## src/rtl/mux_nto1_pipe_pkg.sv

```systemverilog
// rtl/mux_nto1_pipe_pkg.sv - shared types and helpers for the N-to-1 pipelined selector
//
// Contents:
//   DATA_MAX_W / SEL_MAX_W : storage widths of an entry (WIDTH <= 64, SEL_W <= 8)
//   state_t                : output stage occupancy {EMPTY, ONE, FULL}
//   entry_t                : one held transfer {data, sel, sel_err}
//   sel_width()            : select width for a given channel count
package mux_nto1_pipe_pkg;

  localparam int DATA_MAX_W = 64;
  localparam int SEL_MAX_W  = 8;

  typedef enum logic [1:0] {
    EMPTY = 2'd0,
    ONE   = 2'd1,
    FULL  = 2'd2
  } state_t;

  // Fields are stored at maximum width, zero-extended; the top slices them
  // back down to WIDTH / SEL_W.
  typedef struct packed {
    logic [DATA_MAX_W-1:0] data;
    logic [SEL_MAX_W-1:0]  sel;
    logic                  sel_err;
  } entry_t;

  function automatic int sel_width(input int n);
    return (n > 1) ? $clog2(n) : 1;
  endfunction

endpackage

```

## src/rtl/mux_nto1_sel.sv

```systemverilog
// rtl/mux_nto1_sel.sv - combinational N-to-1 channel selector with range check
//
// Ports:
//   data_i    : flat channel bus, channel k at [k*WIDTH +: WIDTH]
//   select_i  : binary channel select
//   data_o    : selected channel (channel 0 when select is out of range)
//   sel_err_o : select_i >= NUM_IN
module mux_nto1_sel #(
  parameter int WIDTH  = 32,
  parameter int NUM_IN = 4,
  parameter int SEL_W  = 2
) (
  input  logic [NUM_IN*WIDTH-1:0] data_i,
  input  logic [SEL_W-1:0]        select_i,
  output logic [WIDTH-1:0]        data_o,
  output logic                    sel_err_o
);

  always_comb begin
    sel_err_o = (int'(select_i) >= NUM_IN);
    // Out-of-range selects fall back to channel 0.
    data_o = data_i[0 +: WIDTH];
    for (int k = 1; k < NUM_IN; k++) begin
      if (int'(select_i) == k) begin
        data_o = data_i[k*WIDTH +: WIDTH];
      end
    end
  end

endmodule

```

## src/rtl/mux_nto1_pipe.sv

```systemverilog
// rtl/mux_nto1_pipe.sv - N-to-1 selector with registered valid/ready output stage
//
// Build option: MUX_SKID_EN adds a skid entry (FULL state) so ready_o is
// purely registered; without it ready_o = !valid_o | ready_i.
//
// Ports:
//   clk_i, rst_i       : clock, synchronous active-high reset
//   flush_i            : squash all held entries (drops this cycle's input)
//   data_i, select_i   : flat channel bus and binary select
//   valid_i / ready_o  : upstream handshake
//   data_o, sel_o      : selected data and the raw select that produced it
//   sel_err_o          : entry came from an out-of-range select
//   valid_o / ready_i  : downstream handshake
module mux_nto1_pipe
  import mux_nto1_pipe_pkg::*;
#(
  parameter  int WIDTH  = 32,
  parameter  int NUM_IN = 4,
  localparam int SEL_W  = sel_width(NUM_IN)
) (
  input  logic                    clk_i,
  input  logic                    rst_i,
  input  logic                    flush_i,
  input  logic [NUM_IN*WIDTH-1:0] data_i,
  input  logic [SEL_W-1:0]        select_i,
  input  logic                    valid_i,
  output logic                    ready_o,
  output logic [WIDTH-1:0]        data_o,
  output logic [SEL_W-1:0]        sel_o,
  output logic                    sel_err_o,
  output logic                    valid_o,
  input  logic                    ready_i
);

  state_t state_q, state_d;
  entry_t out_q;
  entry_t new_e;

  logic [WIDTH-1:0] sel_data;
  logic             sel_err;
  logic             accept, pop;
  logic             load_out;

  mux_nto1_sel #(
    .WIDTH (WIDTH),
    .NUM_IN(NUM_IN),
    .SEL_W (SEL_W)
  ) u_sel (
    .data_i   (data_i),
    .select_i (select_i),
    .data_o   (sel_data),
    .sel_err_o(sel_err)
  );

  always_comb begin
    new_e.data    = DATA_MAX_W'(sel_data);
    new_e.sel     = SEL_MAX_W'(select_i);
    new_e.sel_err = sel_err;
  end

  assign valid_o = (state_q != EMPTY);
  assign accept  = valid_i & ready_o;
  assign pop     = valid_o & ready_i;

`ifdef MUX_SKID_EN
  entry_t skid_q;
  logic   load_skid;
  logic   skid_to_out;

  assign ready_o = (state_q != FULL);

  always_comb begin
    state_d     = state_q;
    load_out    = 1'b0;
    load_skid   = 1'b0;
    skid_to_out = 1'b0;
    case (state_q)
      EMPTY: if (accept) begin
        state_d  = ONE;
        load_out = 1'b1;
      end
      ONE: begin
        if (accept && pop) begin
          load_out = 1'b1;
        end else if (accept) begin
          state_d   = FULL;
          load_skid = 1'b1;
        end else if (pop) begin
          state_d = EMPTY;
        end
      end
      FULL: if (pop) begin
        state_d     = ONE;
        skid_to_out = 1'b1;
      end
      default: state_d = EMPTY;
    endcase
    if (flush_i) begin
      state_d     = EMPTY;
      load_out    = 1'b0;
      load_skid   = 1'b0;
      skid_to_out = 1'b0;
    end
  end

  // Skid data is never cleared; its validity lives only in state_q.
  always_ff @(posedge clk_i) begin
    if (load_skid) skid_q <= new_e;
  end

  always_ff @(posedge clk_i) begin
    if (rst_i) begin
      state_q <= EMPTY;
      out_q   <= '0;
    end else begin
      state_q <= state_d;
      if (load_out)         out_q <= new_e;
      else if (skid_to_out) out_q <= skid_q;
    end
  end
`else
  // Downstream stall is passed straight upstream, so ONE can only be
  // refilled on the same cycle it is popped.
  assign ready_o = !valid_o | ready_i;

  always_comb begin
    state_d  = state_q;
    load_out = 1'b0;
    case (state_q)
      EMPTY: if (accept) begin
        state_d  = ONE;
        load_out = 1'b1;
      end
      ONE: begin
        if (accept)   load_out = 1'b1;
        else if (pop) state_d  = EMPTY;
      end
      default: state_d = EMPTY;
    endcase
    if (flush_i) begin
      state_d  = EMPTY;
      load_out = 1'b0;
    end
  end

  always_ff @(posedge clk_i) begin
    if (rst_i) begin
      state_q <= EMPTY;
      out_q   <= '0;
    end else begin
      state_q <= state_d;
      if (load_out) out_q <= new_e;
    end
  end
`endif

  assign data_o    = out_q.data[WIDTH-1:0];
  assign sel_o     = out_q.sel[SEL_W-1:0];
  assign sel_err_o = out_q.sel_err;

  // Zero-extension padding above WIDTH / SEL_W is carried but never read.
  logic pad_unused;
  assign pad_unused = ^{out_q.data, out_q.sel};

endmodule

```

## config.mk

```make
export PLATFORM = sky130hd
export DESIGN_NAME = mux_nto1_pipe
export DESIGN_NICKNAME = d
export VERILOG_FILES = /design/src/rtl/mux_nto1_pipe_pkg.sv /design/src/rtl/mux_nto1_sel.sv /design/src/rtl/mux_nto1_pipe.sv
export SDC_FILE = /design/constraint.sdc
export NUM_CORES = 1
export LEC_CHECK = 0
export CORE_UTILIZATION = 34
export CTS_CLUSTER_DIAMETER = 50
export DETAILED_ROUTE_END_ITERATION = 12
export MAX_ROUTING_LAYER = met4
export PLACE_DENSITY = 0.82
export SYNTH_ARGS = -nofsm -noshare
export SYNTH_HDL_FRONTEND = slang
export SYNTH_SLANG_ARGS = --single-unit
export TNS_END_PERCENT = 30
```

## constraint.sdc

```tcl
create_clock -name clk_i -period 3.4 [get_ports clk_i]
set_input_delay 0.51 -clock clk_i [delete_from_list [all_inputs] [get_ports clk_i]]
set_output_delay 0.51 -clock clk_i [all_outputs]
set_load 0.01 [all_outputs]
```

After elaboration in Yosys (flattened, before gate mapping)

Index checks and enable logic that the tools add are counted.

Flip-flop bits (word level): 36
Input bits: 135
Word-level logic and storage cells: 29

Eq/ne operators: 7
Multiplexer cells: 10
Bitwise gates (word level): 3
Reductions and logical operators: 6

Operator list:

| kind                                                | count |
|---|---|
| 2-to-1 mux 32 bit                                   | 3 |
| 2-to-1 mux 2 bit                                    | 3 |
| inequality test 2 bit, second input constant        | 3 |
| equality test 2 x 1 -> 1 bit, second input constant | 2 |
| equality test 2 bit, second input constant          | 2 |
| case mux 2 bit (2 select lines)                     | 1 |
| OR reduction 2 bit                                  | 2 |
| 2-to-1 mux 1 bit                                    | 3 |
| AND reduction 3 bit                                 | 1 |
| AND 1 bit                                           | 2 |
| logical NOT 2 bit                                   | 1 |
| nonzero test 2 bit                                  | 1 |
| logical NOT 1 bit                                   | 1 |
| OR 1 bit                                            | 1 |

Longest topological paths before layout

Gate-level depths: netlist (run 1).

Depth in word-level cells: 7
Depth in mapped cells: 5

Cells and area by module

Synthesis (run 1) repeated with hierarchy kept, for this count alone.

Cells, all modules: 198
Area, all modules: 2,471.1 um2

By module, submodules not included:

| module        | times used | cells each | area each (um2) |
|---|---|---|---|
| mux_nto1_pipe | 1          | 157        | 1,645.3 |
| mux_nto1_sel  | 1          | 41         | 825.8 |

Least setup slack after synthesis (run 1)

OpenSTA, ideal clock, no wires.

Path kind: in2reg
Start point: in select_i[0]
End point: reg out_q, in the netlist data_o[0]
Library setup time: 0.117 ns
Data arrival time: 1.441 ns
Data required time: 3.283 ns
Path slack: 1.842 ns
Stages on the path: 4
Cells stage by stage: buf_6 > buf_12 > mux4_2 > a22o_1

Longest elaborated chain between the ends: 4
Elaborated cells between the ends (all ways): 6
Classes of those cells: eq/ne (3); mux (3)

Ends and longest elaborated chain:

| item                           | RTL line             | text |
|---|---|---|
| start, declared                | mux_nto1_pipe.sv:25  | `input logic [SEL_W-1:0] select_i,` |
| equality test 2 bit            | mux_nto1_sel.sv:24   | `if (int'(select_i) == k) begin` |
| 2-to-1 mux 32 bit (2 in a row) | mux_nto1_sel.sv:24   |  |
| 2-to-1 mux 32 bit *            | mux_nto1_sel.sv:24   |  |
| end signal, assigned           | mux_nto1_pipe.sv:152 | `if (load_out) out_q <= new_e;` |
| end, declared                  | mux_nto1_pipe.sv:36  | `entry_t out_q;` |

Every way passes the cells marked *; elsewhere a longest branch is shown, timed or not.
A chain may end at the register's enable or synchronous reset.

Worst setup path after layout (run 1)

Start point: in ready_i
End point: out ready_o

Longest elaborated chain between the ends: 1

Ends and longest elaborated chain:

| item            | RTL line             | text |
|---|---|---|
| start, declared | mux_nto1_pipe.sv:32  | `input logic ready_i` |
| OR 1 bit        | mux_nto1_pipe.sv:124 | `assign ready_o = !valid_o \| ready_i;` |
| end, declared   | mux_nto1_pipe.sv:27  | `output logic ready_o,` |

Every way passes these cells.

==> results of run 1 <==
final cells by class:
type	count	share of cell area, %
Timing Repair Buffer	173	46.0
Sequential cell	35	18.8
Clock inverter	1	0.201
Clock buffer	7	2.58
Multi-Input combinational cell	75	29.7
Tap cell	72	2.41
Inverter	3	0.302
state kept, by name, indices dropped and copies added (netlist names):
register	count
state_q	1
sel_o	2
data_o	32
power by group through the flow:
stage	combinational [mW]	clock, mW	sequential (mW)
floorplan	0.131	0	0.466
global placement	0.344	0	0.455
detailed placement	0.351	0	0.456
CTS	0.353	0.337	0.447
global route	0.373	0.357	0.449
finish	0.350	0.330	0.447
cells in the final DEF (no fill, tap or decap), types with 2 or more instances in the layout:
| cell type | instances |
|---|---|
| a22o_1 | 32 |
| a21oi_1 | 2 |
| clkdlybuf4s50_1 | 169 |
| buf_4 | 3 |
| dfxtp_1 | 35 |
| o31ai_1 | 2 |
| nand4_1 | 2 |
| mux4_2 | 31 |
| clkbuf_8 | 7 |
| inv_2 | 2 |
kinds of logic (layout without fill, tap and decap cells):
group / count (synthesis) / in the layout / synth area share, %
AOI/OAI and AO/OA: 38 / 38 / 16.6
DFF: 35 / 35 / 35.8
muxes: 32 / 32 / 37.0
buffers and inverters: 18 / 184 / 8.05
and+or+nand+nor: 4 / 4 / 2.43
other: 1 / 1 / 0.191
worst paths after layout:
| kind | from | slack (ns) | to | depth (start not counted) |
|---|---|---|---|---|
| max | ready_i | 1.14 | ready_o | 4 |
| min | data_o[27] | 0.48 | data_o[27] | 1 |
| max reg2reg | state_q[0] | 1.64 | data_o[8] | 4 |
| min reg2reg | data_o[27] | 0.48 | data_o[27] | 1 |
metal layers:
metal | vias to the layer above | global-route usage, % | wire length (µm)
li1 | 872 | - | -
met1 | 909 | 24.4 | 2420
met2 | 102 | 39.2 | 3330
met3 | 6 | 5.18 | 513
met4 | 0 | 5.56 | 74
met5 | - | - | 0
worst max-delay path, delay by kind of cell:
family,cells,cell delay [ns]
buffers and inverters,3,1.17
AND/OR/NAND/NOR,1,0.07
==> results.sh, run 1 <==
export IMPL_die_h_um=77.9
export IMPL_area_delta_synth_final_pct=90.6
export IMPL_status="finished clean"
export IMPL_clk_path_buf_depth=2
export IMPL_cp_slowest_cell="clkdlybuf4s50_1"
export IMPL_n_fill_cell=427
export IMPL_netlist_area_um2=1960
export IMPL_viasPerCell=5.16
export IMPL_swShare_pct=22.9
export IMPL_cts_tree="done"
export IMPL_p_int_mw=0.869
export IMPL_yosysTopAreaCellShare_pct=35.8
export IMPL_max_freq_ghz=0.442
export IMPL_grt_setup_unrepaired="no"
export IMPL_finalInstanceArea_um2=3730
export IMPL_crit_arrival_ns=1.75
export IMPL_hold_violations=0
export IMPL_min_path_type="reg -> reg"
export IMPL_drc=0
export IMPL_power_total_mw=1.13
export IMPL_wl_per_cell_um=17.3
export IMPL_rows=27
export IMPL_peakVddDrop_mv=0.170
export IMPL_port_buffers=170
export IMPL_p_per_area_nw_per_um2=302
export IMPL_seq_area_um2=701
export IMPL_setup_ws_ns=1.14
export IMPL_power_leakage_nw=1.35
export IMPL_multi_input_area_um2=1110
export IMPL_fp_dieArea_um2=6070
export IMPL_worst_path_largest_cell_delay_ns=0.56
export IMPL_initial_utilization_pct=35.4
export IMPL_wirelength_um=6340
export IMPL_yosys_top_cells_count="dfxtp_1, a22o_1, mux4_2"
export IMPL_cap_violations=0
export IMPL_yosys_warnings=0
export IMPL_p_switching_mw=0.258
export IMPL_synthArstFlopShare_pct=0
export IMPL_grt_max_degree=34
export IMPL_synth_most_common_cell="dfxtp_1"
export IMPL_nets=428
export IMPL_grt_pass1_vias=1979
export IMPL_vias=1889
export IMPL_synth_edf_count=0
export IMPL_synth_area_leaders="dfxtp_1, mux4_2, a22o_1, buf_12, buf_6"
export IMPL_tns_ns=0
export IMPL_first_pass_iters=4
export IMPL_clock_skew_ns=0.00878
export IMPL_root_buffer="clkbuf_8"
export IMPL_relSlewSlack_pct=38.0
export IMPL_final_cells=366
export IMPL_core_area_um2=5540
export IMPL_setup_viol=0
export IMPL_start_kind="primary input"
export IMPL_antenna_cells=0
export IMPL_required_ns=2.89
export IMPL_grt_pass1_wl_um=9920
export IMPL_layout_drive_gt1_share_pct=16.3
export IMPL_crit_top_cell="clkdlybuf4s50_1"
export IMPL_cts_reportedPaths_clkPinSlew_ns=0.07
export IMPL_synth_area_leader_cell="dfxtp_1"
export IMPL_period_needed_ns=2.26
export IMPL_ys_flop_type="dfxtp_1"
export IMPL_hold_ws_ns=0.479
export IMPL_ys_seq_area_share_pct=35.8
export IMPL_io_pins=172
export IMPL_cp_max_fo=5
export IMPL_post_route_util_pct=67.4
export IMPL_pwr_share_clk_pct=29.3
export IMPL_dr_first_iter_drc_count=86
export IMPL_hold_buffers=0
export IMPL_finalMaxSlewViolations=0
export IMPL_cts_setup_buffers=0
export IMPL_antenna_left=0
export IMPL_antenna_found_initial=0
export IMPL_critical_path_class="in -> out"
export IMPL_synthCells=128
export IMPL_cts_sinks=35
export IMPL_ys_ff_latch=35
export IMPL_p_seq_share_pct=39.6
export IMPL_worst_slew_pin_slew_ns=0.930
export IMPL_placedCellCount=358
export IMPL_clk_latency_ns=0.28
export IMPL_place_ws_ns=1.04
export IMPL_crit_chain="clkdlybuf4s50_1 -> nor2b_4 -> inv_2 -> clkdlybuf4s50_1"
export IMPL_worstSetupEndpointType="output port"
export IMPL_cts_made_buffers=5
export IMPL_avgSynthCellArea_um2=15.3
export IMPL_grt_usage_pct=21.9
export IMPL_hpwl_um=4800
export IMPL_fp_dieW_um=77.9
export IMPL_synth_cell_type_count=19
export IMPL_ctsResizeCount=0
export IMPL_cts_htree_levels=2
export IMPL_place_area_um2=3630
export IMPL_syn_nets=263
export IMPL_overflow=0
export IMPL_period_share_pct=66.5
export IMPL_routabilityCongestion=0.649
export IMPL_p_comb_share_pct=31.1
No activity file was read; power rests on OpenSTA's default activity.
==> run 2: changes to the inputs <==
CORE_UTILIZATION = 32   (was 34)
PLACE_DENSITY = 0.78   (was 0.82)
clock period = 2.3 ns   (was 3.4 ns; I/O delays follow)
==> results.sh, run 2 (synthesized netlist as in run 1, its figures left out) <==
export IMPL_max_freq_ghz=0.522
export IMPL_wirelength_um=5940
export IMPL_cts_htree_levels=2
export IMPL_grt_pass1_vias=1954
export IMPL_vias=1904
export IMPL_grt_usage_pct=18.7
export IMPL_cts_setup_buffers=0
export IMPL_dr_first_iter_drc_count=52
export IMPL_n_fill_cell=485
export IMPL_critical_path_class="in -> out"
export IMPL_final_cells=370
export IMPL_fp_dieW_um=80.3
export IMPL_period_share_pct=83.3
export IMPL_setup_viol=0
export IMPL_peakVddDrop_mv=0.264
export IMPL_viasPerCell=5.15
export IMPL_fp_dieArea_um2=6440
export IMPL_root_buffer="clkbuf_8"
export IMPL_core_area_um2=5920
export IMPL_cp_max_fo=5
export IMPL_clk_path_buf_depth=2
export IMPL_finalMaxSlewViolations=0
export IMPL_cts_reportedPaths_clkPinSlew_ns=0.07
export IMPL_drc=0
export IMPL_area_delta_synth_final_pct=94.4
export IMPL_min_path_type="reg -> reg"
export IMPL_io_pins=172
export IMPL_cap_violations=0
export IMPL_final_common_cell="clkdlybuf4s50_1"
export IMPL_largest_register_ffs=32
export IMPL_cts_sinks=35
export IMPL_start_kind="primary input"
export IMPL_layout_drive_gt1_share_pct=16.6
export IMPL_grt_max_degree=34
export IMPL_cts_tree="done"
export IMPL_die_h_um=80.3
export IMPL_tns_ns=0
export IMPL_wl_per_cell_um=16.0
export IMPL_layout_common_cells="clkdlybuf4s50_1, dfxtp_1, a22o_1"
export IMPL_routabilityCongestion=0.690
export IMPL_antenna_found_initial=0
export IMPL_clock_skew_ns=0.00167
export IMPL_timing_reg2reg_worst_path_depth=5
export IMPL_status="finished clean"
export IMPL_port_buffers=170
export IMPL_required_ns=1.96
export IMPL_hold_buffers=0
export IMPL_antenna_left=0
export IMPL_p_per_area_nw_per_um2=460
export IMPL_rows=28
export IMPL_antenna_cells=0
export IMPL_holdPathStages=1
export IMPL_grt_pass1_wl_um=8870
export IMPL_power_leakage_nw=1.39
export IMPL_first_pass_iters=4
export IMPL_clk_latency_ns=0.28
export IMPL_placedCellCount=362
export IMPL_initial_utilization_pct=33.1
export IMPL_hold_violations=0
export IMPL_post_route_util_pct=64.3
export IMPL_overflow=0
export IMPL_grt_setup_unrepaired="no"
export IMPL_crit_arrival_ns=1.57
export IMPL_nets=429
export IMPL_worstSetupEndpointType="output port"
export IMPL_ctsResizeCount=0
export IMPL_hpwl_um=4610
export IMPL_period_needed_ns=1.92
export IMPL_cts_made_buffers=5
run 2: final cells by class:
type                            count  area, µm²  share of cell area [%]
Multi-Input combinational cell     75       1110                    29.1
Sequential cell                    35        701                    18.4
Inverter                            3       11.3                   0.296
Clock inverter                      2       35.0                   0.920
Clock buffer                        6       82.6                    2.17
Timing Repair Buffer              174       1780                    46.6
Tap cell                           75       93.8                    2.46
run 2: layer usage:
| metal | vias to the layer above | part of all wire, % | GRT usage, % |
|---|---|---|---|
| li1 | 875 | - | - |
| met1 | 903 | 35 | 18.7 |
| met2 | 108 | 53 | 34.4 |
| met3 | 18 | 9.4 | 5.00 |
| met4 | 0 | 2.6 | 6.96 |
| met5 | - | 0 | - |
run 2: where the power goes:
part           internal (mW)  switching [mW]  leakage, nW
logic                  0.381           0.145         1.04
clock network          0.351           0.218       0.0612
registers              0.641          0.0174        0.286
run 2: path summary, 6_finish.rpt:
check | startpoint | slack [ns] | endpoint
worst min-delay path | data_o[3] | 0.48 | data_o[3]
worst max-delay path | ready_i | 0.38 | ready_o
worst max register to register | state_q[0] | 1.00 | data_o[22]
worst min register to register | data_o[3] | 0.48 | data_o[3]
run 2: per-stage QoR:
step,total power [mW],instance area [µm²],hold slack [ns],worst slack (ns)
6_report,1.75,3810,0.479,0.383
5_1_grt,1.84,3810,0.493,0.352
4_1_cts,1.78,3810,0.480,0.389
3_5_place_dp,1.20,3690,0.463,0.390
3_3_place_gp,1.19,3690,0.457,0.403
2_1_floorplan,0.883,1960,0.414,0.907
run 2: worst max-delay path: stages:
cell	delay [ns]
clkdlybuf4s50_1	0.44
nor2b_4	0.20
inv_2	0.09
clkdlybuf4s50_1	0.48
==> run 3: changes to the inputs <==
clock period = 1.88 ns   (was 2.3 ns; I/O delays follow)
==> results.sh, run 3 (synthesized netlist as in run 1, its figures left out) <==
export IMPL_viasPerCell=5.11
export IMPL_status="finished clean"
export IMPL_cts_tree="done"
export IMPL_area_delta_synth_final_pct=96.9
export IMPL_routabilityCongestion=0.729
export IMPL_final_cells=373
export IMPL_grt_max_degree=33
export IMPL_nets=432
export IMPL_clk_latency_ns=0.29
export IMPL_fp_dieArea_um2=6440
export IMPL_setup_viol=0
export IMPL_finalMaxSlewViolations=0
export IMPL_min_path_type="in -> reg"
export IMPL_period_share_pct=95.4
export IMPL_setup_ws_ns=0.0864
export IMPL_clk_path_buf_depth=2
export IMPL_drc=0
export IMPL_antenna_found_initial=0
export IMPL_root_buffer="clkbuf_8"
export IMPL_largest_register_ffs=32
export IMPL_hold_violations=0
export IMPL_initial_utilization_pct=33.1
export IMPL_cts_reportedPaths_clkPinSlew_ns=0.07
export IMPL_cts_setup_buffers=0
export IMPL_wirelength_um=6380
export IMPL_peakVddDrop_mv=0.312
export IMPL_grt_pass1_wl_um=9580
export IMPL_hpwl_um=4990
export IMPL_wl_per_cell_um=17.1
export IMPL_grt_usage_pct=20.5
export IMPL_start_kind="primary input"
export IMPL_antenna_left=0
export IMPL_cts_htree_levels=2
export IMPL_ctsResizeCount=0
export IMPL_rows=28
export IMPL_vias=1907
export IMPL_io_pins=172
export IMPL_die_h_um=80.3
export IMPL_cap_violations=0
export IMPL_power_leakage_nw=1.41
export IMPL_final_common_cell="clkdlybuf4s50_1"
export IMPL_layout_common_cells="clkdlybuf4s50_1, dfxtp_1, a22o_1"
export IMPL_p_per_area_nw_per_um2=566
export IMPL_crit_arrival_ns=1.51
export IMPL_critical_path_class="in -> out"
export IMPL_hold_ws_ns=0.476
export IMPL_n_fill_cell=468
export IMPL_clock_skew_ns=0.00376
export IMPL_cp_max_fo=5
export IMPL_core_area_um2=5920
export IMPL_worstSetupEndpointType="output port"
export IMPL_antenna_cells=0
export IMPL_grt_setup_unrepaired="no"
export IMPL_required_ns=1.60
export IMPL_hold_buffers=0
export IMPL_place_ws_ns=0.0921
export IMPL_tns_ns=0
export IMPL_first_pass_iters=4
export IMPL_period_needed_ns=1.79
export IMPL_overflow=0
export IMPL_post_route_util_pct=65.2
export IMPL_layout_drive_gt1_share_pct=17.4
export IMPL_cts_made_buffers=5
export IMPL_max_freq_ghz=0.558
export IMPL_port_buffers=170
export IMPL_cts_sinks=35
export IMPL_grt_pass1_vias=2007
export IMPL_fp_dieW_um=80.3
export IMPL_placedCellCount=365
export IMPL_dr_first_iter_drc_count=50
==> run 3: cell count changes in the layout (fill, tap and decap cells not counted), sizes merged <==
cell  delta
buf      +3
==> run 3: power breakdown <==
part,leakage (nW),internal (mW),switching [mW]
Combinational,1.06,0.476,0.184
Clock,0.0612,0.429,0.289
Sequential,0.286,0.784,0.0216
==> run 3: path summary, 6_finish.rpt <==
| check | slack (ns) | start | to | cells after the start |
|---|---|---|---|---|
| worst max-delay path | 0.09 | ready_i | ready_o | 4 |
| worst min-delay path | 0.48 | select_i[0] | sel_o[0] | 4 |
| worst max register to register | 0.57 | state_q[0] | data_o[8] | 5 |
| worst min register to register | 0.48 | data_o[15] | data_o[15] | 1 |
==> run 3: per-stage QoR <==
stage | total power [mW] | area (µm²)
floorplan | 1.08 | 1960
global placement | 1.47 | 3740
detailed placement | 1.49 | 3740
CTS | 2.21 | 3860
global route | 2.27 | 3860
finish | 2.18 | 3860
==> run 3: critical path: stages <==
cell and delay (ns):
clkdlybuf4s50_1 0.50, nor2b_4 0.07, inv_2 0.11, clkdlybuf4s50_1 0.55
==> run 3: area by class of cell <==
cell class                      count  area, µm²  area share (%)
Multi-Input combinational cell     75       1110            28.8
Sequential cell                    35        701            18.2
Clock inverter                      2       35.0           0.908
Clock buffer                        6       82.6            2.14
Tap cell                           75       93.8            2.43
Timing Repair Buffer              177       1820            47.3
Inverter                            3       11.3           0.292
==> run 3: layer usage <==
metal  vias to the layer above  global-route usage (%)  wire length [µm]
met3                        11                    5.68               596
met1                       910                    21.4              2330
met5                         -                       -                 0
met4                         0                    7.86               106
li1                        882                       -                 -
met2                       104                    36.7              3350
